**src/rtl/seg_carry_adder_pipe_pkg.sv**
```systemverilog
// Shared definitions for the segmented carry adder pipeline.
// Provides default widths, the approximation-depth clamp and the stage payload type.
package seg_carry_adder_pipe_pkg;

  localparam int unsigned DEF_WIDTH = 32;
  localparam int unsigned DEF_SEG   = 8;
  localparam int unsigned DEF_AW    = 6;
  localparam int unsigned DEF_NSEG  = DEF_WIDTH / DEF_SEG;

  // One pipeline slot: resolved low sum bits, carry into the next segment,
  // effective approximation depth, and the not-yet-consumed operand bits
  // (right-aligned, consumed bits shifted out so they stop toggling).
  typedef struct packed {
    logic [DEF_WIDTH-1:0] sum;
    logic                 carry;
    logic [DEF_AW-1:0]    k;
    logic [DEF_WIDTH-1:0] rem_a;
    logic [DEF_WIDTH-1:0] rem_b;
  } stage_t;

  // Saturate the requested approximation depth at the operand width.
  function automatic logic [DEF_AW-1:0] clamp_k(input logic [DEF_AW-1:0] approx);
    if ({1'b0, approx} > (DEF_AW + 1)'(DEF_WIDTH)) begin
      return DEF_AW'(DEF_WIDTH);
    end
    return approx;
  endfunction

endpackage

```
**src/rtl/seg_carry_adder_pipe_if.sv**
```systemverilog
// Operand/result handshake bundle for the segmented adder.
//   in_valid/in_ready  : operand beat handshake (in_a, in_b, in_cin, in_approx)
//   out_valid/out_ready: result handshake (out_sum, out_cout)
// master = operand issue / result consumer side, slave = adder.
interface seg_carry_adder_pipe_if
  import seg_carry_adder_pipe_pkg::*;
#(
  parameter int unsigned WIDTH = DEF_WIDTH,
  parameter int unsigned AW    = DEF_AW
);

  logic             in_valid;
  logic             in_ready;
  logic [WIDTH-1:0] in_a;
  logic [WIDTH-1:0] in_b;
  logic             in_cin;
  logic [AW-1:0]    in_approx;
  logic             out_valid;
  logic             out_ready;
  logic [WIDTH-1:0] out_sum;
  logic             out_cout;

  modport master (
    output in_valid, in_a, in_b, in_cin, in_approx, out_ready,
    input  in_ready, out_valid, out_sum, out_cout
  );

  modport slave (
    input  in_valid, in_a, in_b, in_cin, in_approx, out_ready,
    output in_ready, out_valid, out_sum, out_cout
  );

endinterface

```
**src/rtl/seg_carry_adder_pipe_seg_add.sv**
```systemverilog
// One SEG-bit slice of propagate/carry cells.
//   a_seg, b_seg : operand bits of this slice
//   cin          : carry into the slice LSB
//   offset       : global bit index of the slice LSB
//   k            : bits below this global index are OR-approximated
//   sum_seg, cout: slice sum and carry out of the slice MSB
module seg_carry_adder_pipe_seg_add
  import seg_carry_adder_pipe_pkg::*;
#(
  parameter int unsigned SEG = DEF_SEG,
  parameter int unsigned AW  = DEF_AW
) (
  input  logic [SEG-1:0] a_seg,
  input  logic [SEG-1:0] b_seg,
  input  logic           cin,
  input  logic [AW-1:0]  offset,
  input  logic [AW-1:0]  k,
  output logic [SEG-1:0] sum_seg,
  output logic           cout
);

  logic          c;
  logic          p;
  logic [AW:0]   gi;

  // Ripple through the slice; approximate bits OR and only the topmost one
  // (global bit k-1) seeds the carry into the exact region.
  always_comb begin
    sum_seg = '0;
    c       = cin;
    p       = 1'b0;
    gi      = '0;
    for (int j = 0; j < SEG; j++) begin
      gi = (AW + 1)'(offset) + (AW + 1)'(j);
      p  = a_seg[j] ^ b_seg[j];
      if (gi < (AW + 1)'(k)) begin
        sum_seg[j] = a_seg[j] | b_seg[j];
        c          = ((gi + (AW + 1)'(1)) == (AW + 1)'(k)) ? (a_seg[j] & b_seg[j]) : 1'b0;
      end else begin
        sum_seg[j] = p ^ c;
        c          = p ? c : a_seg[j];
      end
    end
    cout = c;
  end

endmodule

```
**src/rtl/seg_carry_adder_pipe.sv**
```systemverilog
// Pipelined segmented adder with per-operation lower-part-OR approximation.
// One SEG-bit segment is resolved per stage; NSEG stages deep, 1 beat/cycle.
//   clk, rst_n : clock and async active-low reset
//   flush      : synchronous clear of every in-flight beat (wins over accept)
//   bus        : operand/result handshakes (slave side)
module seg_carry_adder_pipe
  import seg_carry_adder_pipe_pkg::*;
#(
  parameter int unsigned WIDTH = DEF_WIDTH,
  parameter int unsigned SEG   = DEF_SEG,
  parameter int unsigned AW    = DEF_AW
) (
  input  logic                  clk,
  input  logic                  rst_n,
  input  logic                  flush,
  seg_carry_adder_pipe_if.slave bus
);

  localparam int unsigned NSEG = WIDTH / SEG;

  stage_t          st_q [NSEG];
  stage_t          st_d [NSEG];
  stage_t          nxt  [NSEG];
  logic [NSEG-1:0] v_q;
  logic [NSEG-1:0] v_d;
  logic [NSEG-1:0] load_c;
  logic            down_adv;
  logic            in_ready_c;

  // Per-stage segment adder: resolves segment s from the previous slot.
  for (genvar s = 0; s < NSEG; s++) begin : g_stage
    stage_t         src;
    logic [SEG-1:0] seg_sum;
    logic           seg_cout;

    if (s == 0) begin : g_src_in
      assign src = '{sum:   '0,
                     carry: bus.in_cin,
                     k:     clamp_k(bus.in_approx),
                     rem_a: bus.in_a,
                     rem_b: bus.in_b};
    end else begin : g_src_prev
      assign src = st_q[s-1];
    end

    seg_carry_adder_pipe_seg_add #(
      .SEG (SEG),
      .AW  (AW)
    ) u_seg_add (
      .a_seg   (src.rem_a[SEG-1:0]),
      .b_seg   (src.rem_b[SEG-1:0]),
      .cin     (src.carry),
      .offset  (AW'(s * SEG)),
      .k       (src.k),
      .sum_seg (seg_sum),
      .cout    (seg_cout)
    );

    assign nxt[s] = '{sum:   src.sum | (DEF_WIDTH'(seg_sum) << (s * SEG)),
                      carry: seg_cout,
                      k:     src.k,
                      rem_a: src.rem_a >> SEG,
                      rem_b: src.rem_b >> SEG};
  end

  // Advance chain, evaluated from the output back to the input so that a
  // stage can refill in the same cycle it hands its beat onward.
  always_comb begin
    load_c   = '0;
    v_d      = v_q;
    down_adv = v_q[NSEG-1] & bus.out_ready;
    for (int s = NSEG - 1; s > 0; s--) begin
      load_c[s] = v_q[s-1] & (~v_q[s] | down_adv);
      v_d[s]    = load_c[s] | (v_q[s] & ~down_adv);
      down_adv  = load_c[s];
    end
    load_c[0]  = bus.in_valid & ~flush & (~v_q[0] | down_adv);
    v_d[0]     = load_c[0] | (v_q[0] & ~down_adv);
    in_ready_c = flush | ~v_q[0] | down_adv;
    if (flush) begin
      v_d = '0;
    end
  end

  // Data slots only change on a load; a stalled output slot holds its value.
  always_comb begin
    for (int s = 0; s < NSEG; s++) begin
      st_d[s] = load_c[s] ? nxt[s] : st_q[s];
    end
  end

  // Stage registers.
  always_ff @(posedge clk or negedge rst_n) begin
    if (!rst_n) begin
      v_q <= '0;
      for (int s = 0; s < NSEG; s++) begin
        st_q[s] <= '0;
      end
    end else begin
      v_q <= v_d;
      for (int s = 0; s < NSEG; s++) begin
        st_q[s] <= st_d[s];
      end
    end
  end

  assign bus.in_ready  = in_ready_c;
  assign bus.out_valid = v_q[NSEG-1];
  assign bus.out_sum   = st_q[NSEG-1].sum;
  assign bus.out_cout  = st_q[NSEG-1].carry;

endmodule
```
**src/flat_wrapper.sv**
```systemverilog
// flat-port wrapper written by rule: the top's interface ports become plain ports
module seg_carry_adder_pipe_flat import seg_carry_adder_pipe_pkg::*;
#(
  parameter int unsigned WIDTH = DEF_WIDTH,
  parameter int unsigned SEG   = DEF_SEG,
  parameter int unsigned AW    = DEF_AW
)
  (clk, rst_n, flush, bus_in_valid, bus_in_a, bus_in_b, bus_in_cin, bus_in_approx, bus_out_ready, bus_in_ready, bus_out_valid, bus_out_sum, bus_out_cout);
  seg_carry_adder_pipe_if #(.WIDTH(WIDTH), .AW(AW)) bus_i ();
  input  logic clk;
  input  logic rst_n;
  input  logic flush;
  input wire logic [$bits(bus_i.in_valid)-1:0] bus_in_valid;
  input wire logic [$bits(bus_i.in_a)-1:0] bus_in_a;
  input wire logic [$bits(bus_i.in_b)-1:0] bus_in_b;
  input wire logic [$bits(bus_i.in_cin)-1:0] bus_in_cin;
  input wire logic [$bits(bus_i.in_approx)-1:0] bus_in_approx;
  input wire logic [$bits(bus_i.out_ready)-1:0] bus_out_ready;
  output wire logic [$bits(bus_i.in_ready)-1:0] bus_in_ready;
  output wire logic [$bits(bus_i.out_valid)-1:0] bus_out_valid;
  output wire logic [$bits(bus_i.out_sum)-1:0] bus_out_sum;
  output wire logic [$bits(bus_i.out_cout)-1:0] bus_out_cout;
  assign bus_i.in_valid = bus_in_valid;
  assign bus_i.in_a = bus_in_a;
  assign bus_i.in_b = bus_in_b;
  assign bus_i.in_cin = bus_in_cin;
  assign bus_i.in_approx = bus_in_approx;
  assign bus_i.out_ready = bus_out_ready;
  assign bus_in_ready = bus_i.in_ready;
  assign bus_out_valid = bus_i.out_valid;
  assign bus_out_sum = bus_i.out_sum;
  assign bus_out_cout = bus_i.out_cout;
  seg_carry_adder_pipe #(.WIDTH(WIDTH), .SEG(SEG), .AW(AW)) u_core (.clk(clk), .rst_n(rst_n), .flush(flush), .bus(bus_i));
endmodule
```
**config.mk**
```make
export PLATFORM = sky130hd
export DESIGN_NAME = seg_carry_adder_pipe_flat
export DESIGN_NICKNAME = d
export VERILOG_FILES = /design/src/rtl/seg_carry_adder_pipe_pkg.sv /design/src/rtl/seg_carry_adder_pipe_if.sv /design/src/rtl/seg_carry_adder_pipe_seg_add.sv /design/src/rtl/seg_carry_adder_pipe.sv /design/src/flat_wrapper.sv
export SDC_FILE = /design/constraint.sdc
export NUM_CORES = 1
export LEC_CHECK = 0
export BUFFER_PORTS_ARGS = -buffer_cell sky130_fd_sc_hd__buf_2
export CORE_UTILIZATION = 55
export DETAILED_ROUTE_END_ITERATION = 16
export HOLD_SLACK_MARGIN = 0.05
export MAX_ROUTING_LAYER = met4
export PLACE_DENSITY_LB_ADDON = 0.15
export SETUP_SLACK_MARGIN = 0.05
export SYNTH_ARGS = -nofsm -noshare
export SYNTH_HDL_FRONTEND = slang
export SYNTH_SLANG_ARGS = --single-unit
```
**constraint.sdc**
```tcl
create_clock -name clk -period 3.5 [get_ports clk]
set_input_delay 0.525 -clock clk [delete_from_list [all_inputs] [get_ports clk]]
set_output_delay 0.525 -clock clk [all_outputs]
set_load 0.02 [all_outputs]
```
==> results.cfg <==
[status]
status = finished clean

[sta]
tightest_slew_ns = 0.830
fin_setup_tns_ns = 0
hold_violations = 0
fin_ws_ns = 0.730
clock_skew_ns = 0.0180
rsz0062_at_grt = false
finalMaxSlewViolations = 0
slew-limit-headroom = 0.439
fin_crit_sh = 0.791
setup_viol = 0
fmax_mhz = 361
period_minus_slack_ns = 2.77

[worst_hold_path]
hold_path.class = in -> reg
min_path_cells = 3
hold_end = u_core.g_stage[1].src[45]$_DFFE_PN0P_
hold_start = bus_in_a[21]

[critical_path]
worstPathMaxFanout = 3
cp_slowest_cell = or4_1
worstSetupStartpointType = register
setup.worst_path.end_class = register
path_cells = inv_1, ha_1, mux2_2, a22oi_1, a211oi_1, or4_1, nand3_1, o21ai_1, o21ai_0, o21ai_0
reg2reg_slack_ns = 0.73
crit_family = compound AO/OA/AOI/OAI gates
r2r-end = u_core.g_stage[2].src[70]$_DFFE_PN0P_
timing.rr.start = u_core.g_stage[1].src[32]$_DFFE_PN0P_
max_stage_delay_ns = 0.56
crit_required_ns = 3.86
cpMostUsedCell = o21ai_0
reg2reg_depth = 10
cp.arrival_ns = 3.13
criticalPathCategory = reg -> reg
critical_path_buf_inv_count = 1

[pwr]
clockPowerShare = 0.320
switching_power_mw = 2.45
leakage_nw = 6.29
p_per_area_nw_per_um2 = 609
ir_drop_uv = 342
sequentialPowerShare = 0.423
switching_share = 0.327
p_comb_frac = 0.257
p_int_mw = 5.04

[floorplan]
die_area_um2 = 20000
start_util = 0.566
die_x_um = 141
io_pins = 111
row_count = 50
chipHeight_um = 141
coreArea_um2 = 18900

[synthesis]
ys_seq_area_frac = 0.473
async_flop_share = 1.00
synth_top_family_by_area = simple AND/OR/NAND/NOR gates
yosysMostFrequentCell = nand2_1
synthCells = 1268
yosysTopAreaCellShare = 0.473
yosysTopAreaCell = dfrtp_1
yosysUniqueCellTypes = 73
synth_compound_area_frac = 0.128
ys_top_cells_by_area = dfrtp_1, nand2_1, ha_1
yosys.area_share.simple = 0.240
synth_fa_ha_area_frac = 0.0749
synth_ff_type = dfrtp_1
synth_common_cells = nand2_1, dfrtp_1, o21ai_0, inv_1, ha_1
synth_edf_count = 0
postSynthAreaPerCell_um2 = 8.43
yosysWarnings = 0
synth_mux_area_frac = 0.0160
syn_nets = 1408
ys_seq_elements = 202
synth_xor_area_frac = 0.0188
synth_area_um2 = 10700

[clock_tree]
cts_buffer_depth = 3
cts_tree = built
cts-root-buf = clkbuf_16
postCtsSetupBuffers = 0
cts_buffers = 23
h-tree-depth = 1
path_clk_slew_ns = 0.06
clock_latency_ns = 0.51
cts.sinks = 202

[layout]
diodes = 0
fin_nets = 1499
post-route-util = 0.651
syn_to_final_growth_pct = 15.1
layout-drive-gt1-share = 0.140

[job]
cap_violations = 0

[route]
drtIter0Drc = 688
vias_per_cell = 5.39
post_drt_wl_per_cell_um = 14.8
postRouteAntennaNets = 0
first_pass_iters = 7
drc = 0
route.vias.total = 8806
totalWireLength_um = 24200

[placed_design]
gp_congestion = 0.890
pre_cts_slack_ns = 0.664
dp_hpwl_um = 17100
numPortBuffers = 110

[grt]
grt_pass1_vias = 8355
busiest_layer = met1
grt_use_met2 = 0.380
use_met1 = 0.390
grt_use_total = 0.261
grt_pass1_wl_um = 41000
use_met3 = 0.0304
antenna_found_initial = 0
grt_max_degree = 77
grt_overflow = 0
-- tightest hold or removal path, stage by stage --
cell,delay [ns]
buf_2,0.07
nand2_1,0.04
nand2_1,0.04
-- sequential cells by signal, summed over array words and instances, names as in the netlist --
name and count:
u_core.v_q 4, u_core.g_stage.src 165, u_core.bus.out_cout 1, u_core.bus.out_sum 32
-- worst max-delay path by stage --
stage | cells past startpoint | slack (ns) | to | startpoint
detailed placement | 9 | 0.66 | u_core.g_stage[1].src[76]$_DFFE_PN0P_ | bus_in_approx[5]
global placement | 9 | 0.71 | u_core.g_stage[1].src[76]$_DFFE_PN0P_ | bus_in_approx[5]
global route | 10 | 0.53 | u_core.g_stage[2].src[70]$_DFFE_PN0P_ | u_core.g_stage[1].src[32]$_DFFE_PN0P_
finish | 10 | 0.73 | u_core.g_stage[2].src[70]$_DFFE_PN0P_ | u_core.g_stage[1].src[32]$_DFFE_PN0P_
floorplan | 10 | 1.03 | u_core.g_stage[2].src[70]$_DFFE_PN0P_ | u_core.g_stage[1].src[32]$_DFFE_PN0P_
CTS | 10 | 0.73 | u_core.g_stage[2].src[70]$_DFFE_PN0P_ | u_core.g_stage[1].src[32]$_DFFE_PN0P_
-- metrics by stage --
step	total power, mW	area, µm²	instances	hold slack, ns
final	7.49	12300	1634	0.203
after global routing	7.95	12300	1634	0.200
after CTS	7.54	12300	1634	0.189
after detailed placement	5.11	11500	1593	0.452
after global placement	5.06	11500	1593	0.448
after floorplan	4.47	10700	1268	0.229
-- routing by layer --
metal,part of all wire,wire length (µm)
met1,0.50,12100
met2,0.43,10300
met3,0.055,1320
met4,0.018,427
met5,0,0
-- logic make-up after synthesis --
group	count (synthesis)
buffers and inverters	139
XOR/XNOR	23
flip-flops	202
AO/OA/AOI/OAI	226
AND/OR/NAND/NOR	598
multiplexers	16
adder cells (fa/ha/maj)	64
-- area by class of cell --
| cell class | instances | area (µm²) |
|---|---|---|
| Multi-Input combinational cell | 927 | 5130 |
| Tap cell | 260 | 325 |
| Timing Repair Buffer | 130 | 762 |
| Clock buffer | 30 | 612 |
| Inverter | 75 | 282 |
| Fill cell | 1696 | 6590 |
| Sequential cell | 202 | 5050 |
| Clock inverter | 10 | 139 |
-- layout by cell type, fill, tap and decap left out, drive strengths merged, types with 7 or more instances in the layout --
master	Yosys	layout
ha	64	64
buf	9	128
xor2	10	10
and3	7	7
o21ai	111	111
a31oi	7	7
nor2	62	62
dfrtp	202	202
clkbuf	55	31
o211ai	7	7
a21oi	44	44
inv	75	77
nand3	23	23
nand2	433	433
mux2i	7	7
a211oi	9	9
nor2b	10	10
mux2	9	9
nand2b	8	8
a21o	7	7
xnor2	13	13
nor3	13	13
-- power by group through the flow --
stage | Clock, mW | Sequential, mW | Combinational (mW)
after floorplan | 0 | 3.24 | 1.23
after global placement | 0 | 3.18 | 1.88
after detailed placement | 0 | 3.20 | 1.91
after CTS | 2.44 | 3.16 | 1.93
after global routing | 2.54 | 3.23 | 2.19
final | 2.40 | 3.17 | 1.93
-- repair_timing --
action,4_1_cts,5_1_grt
hold endpoints to repair,25,0
hold buffers,1,0
resized for setup,0,0
(Power assumes the default switching activity.)
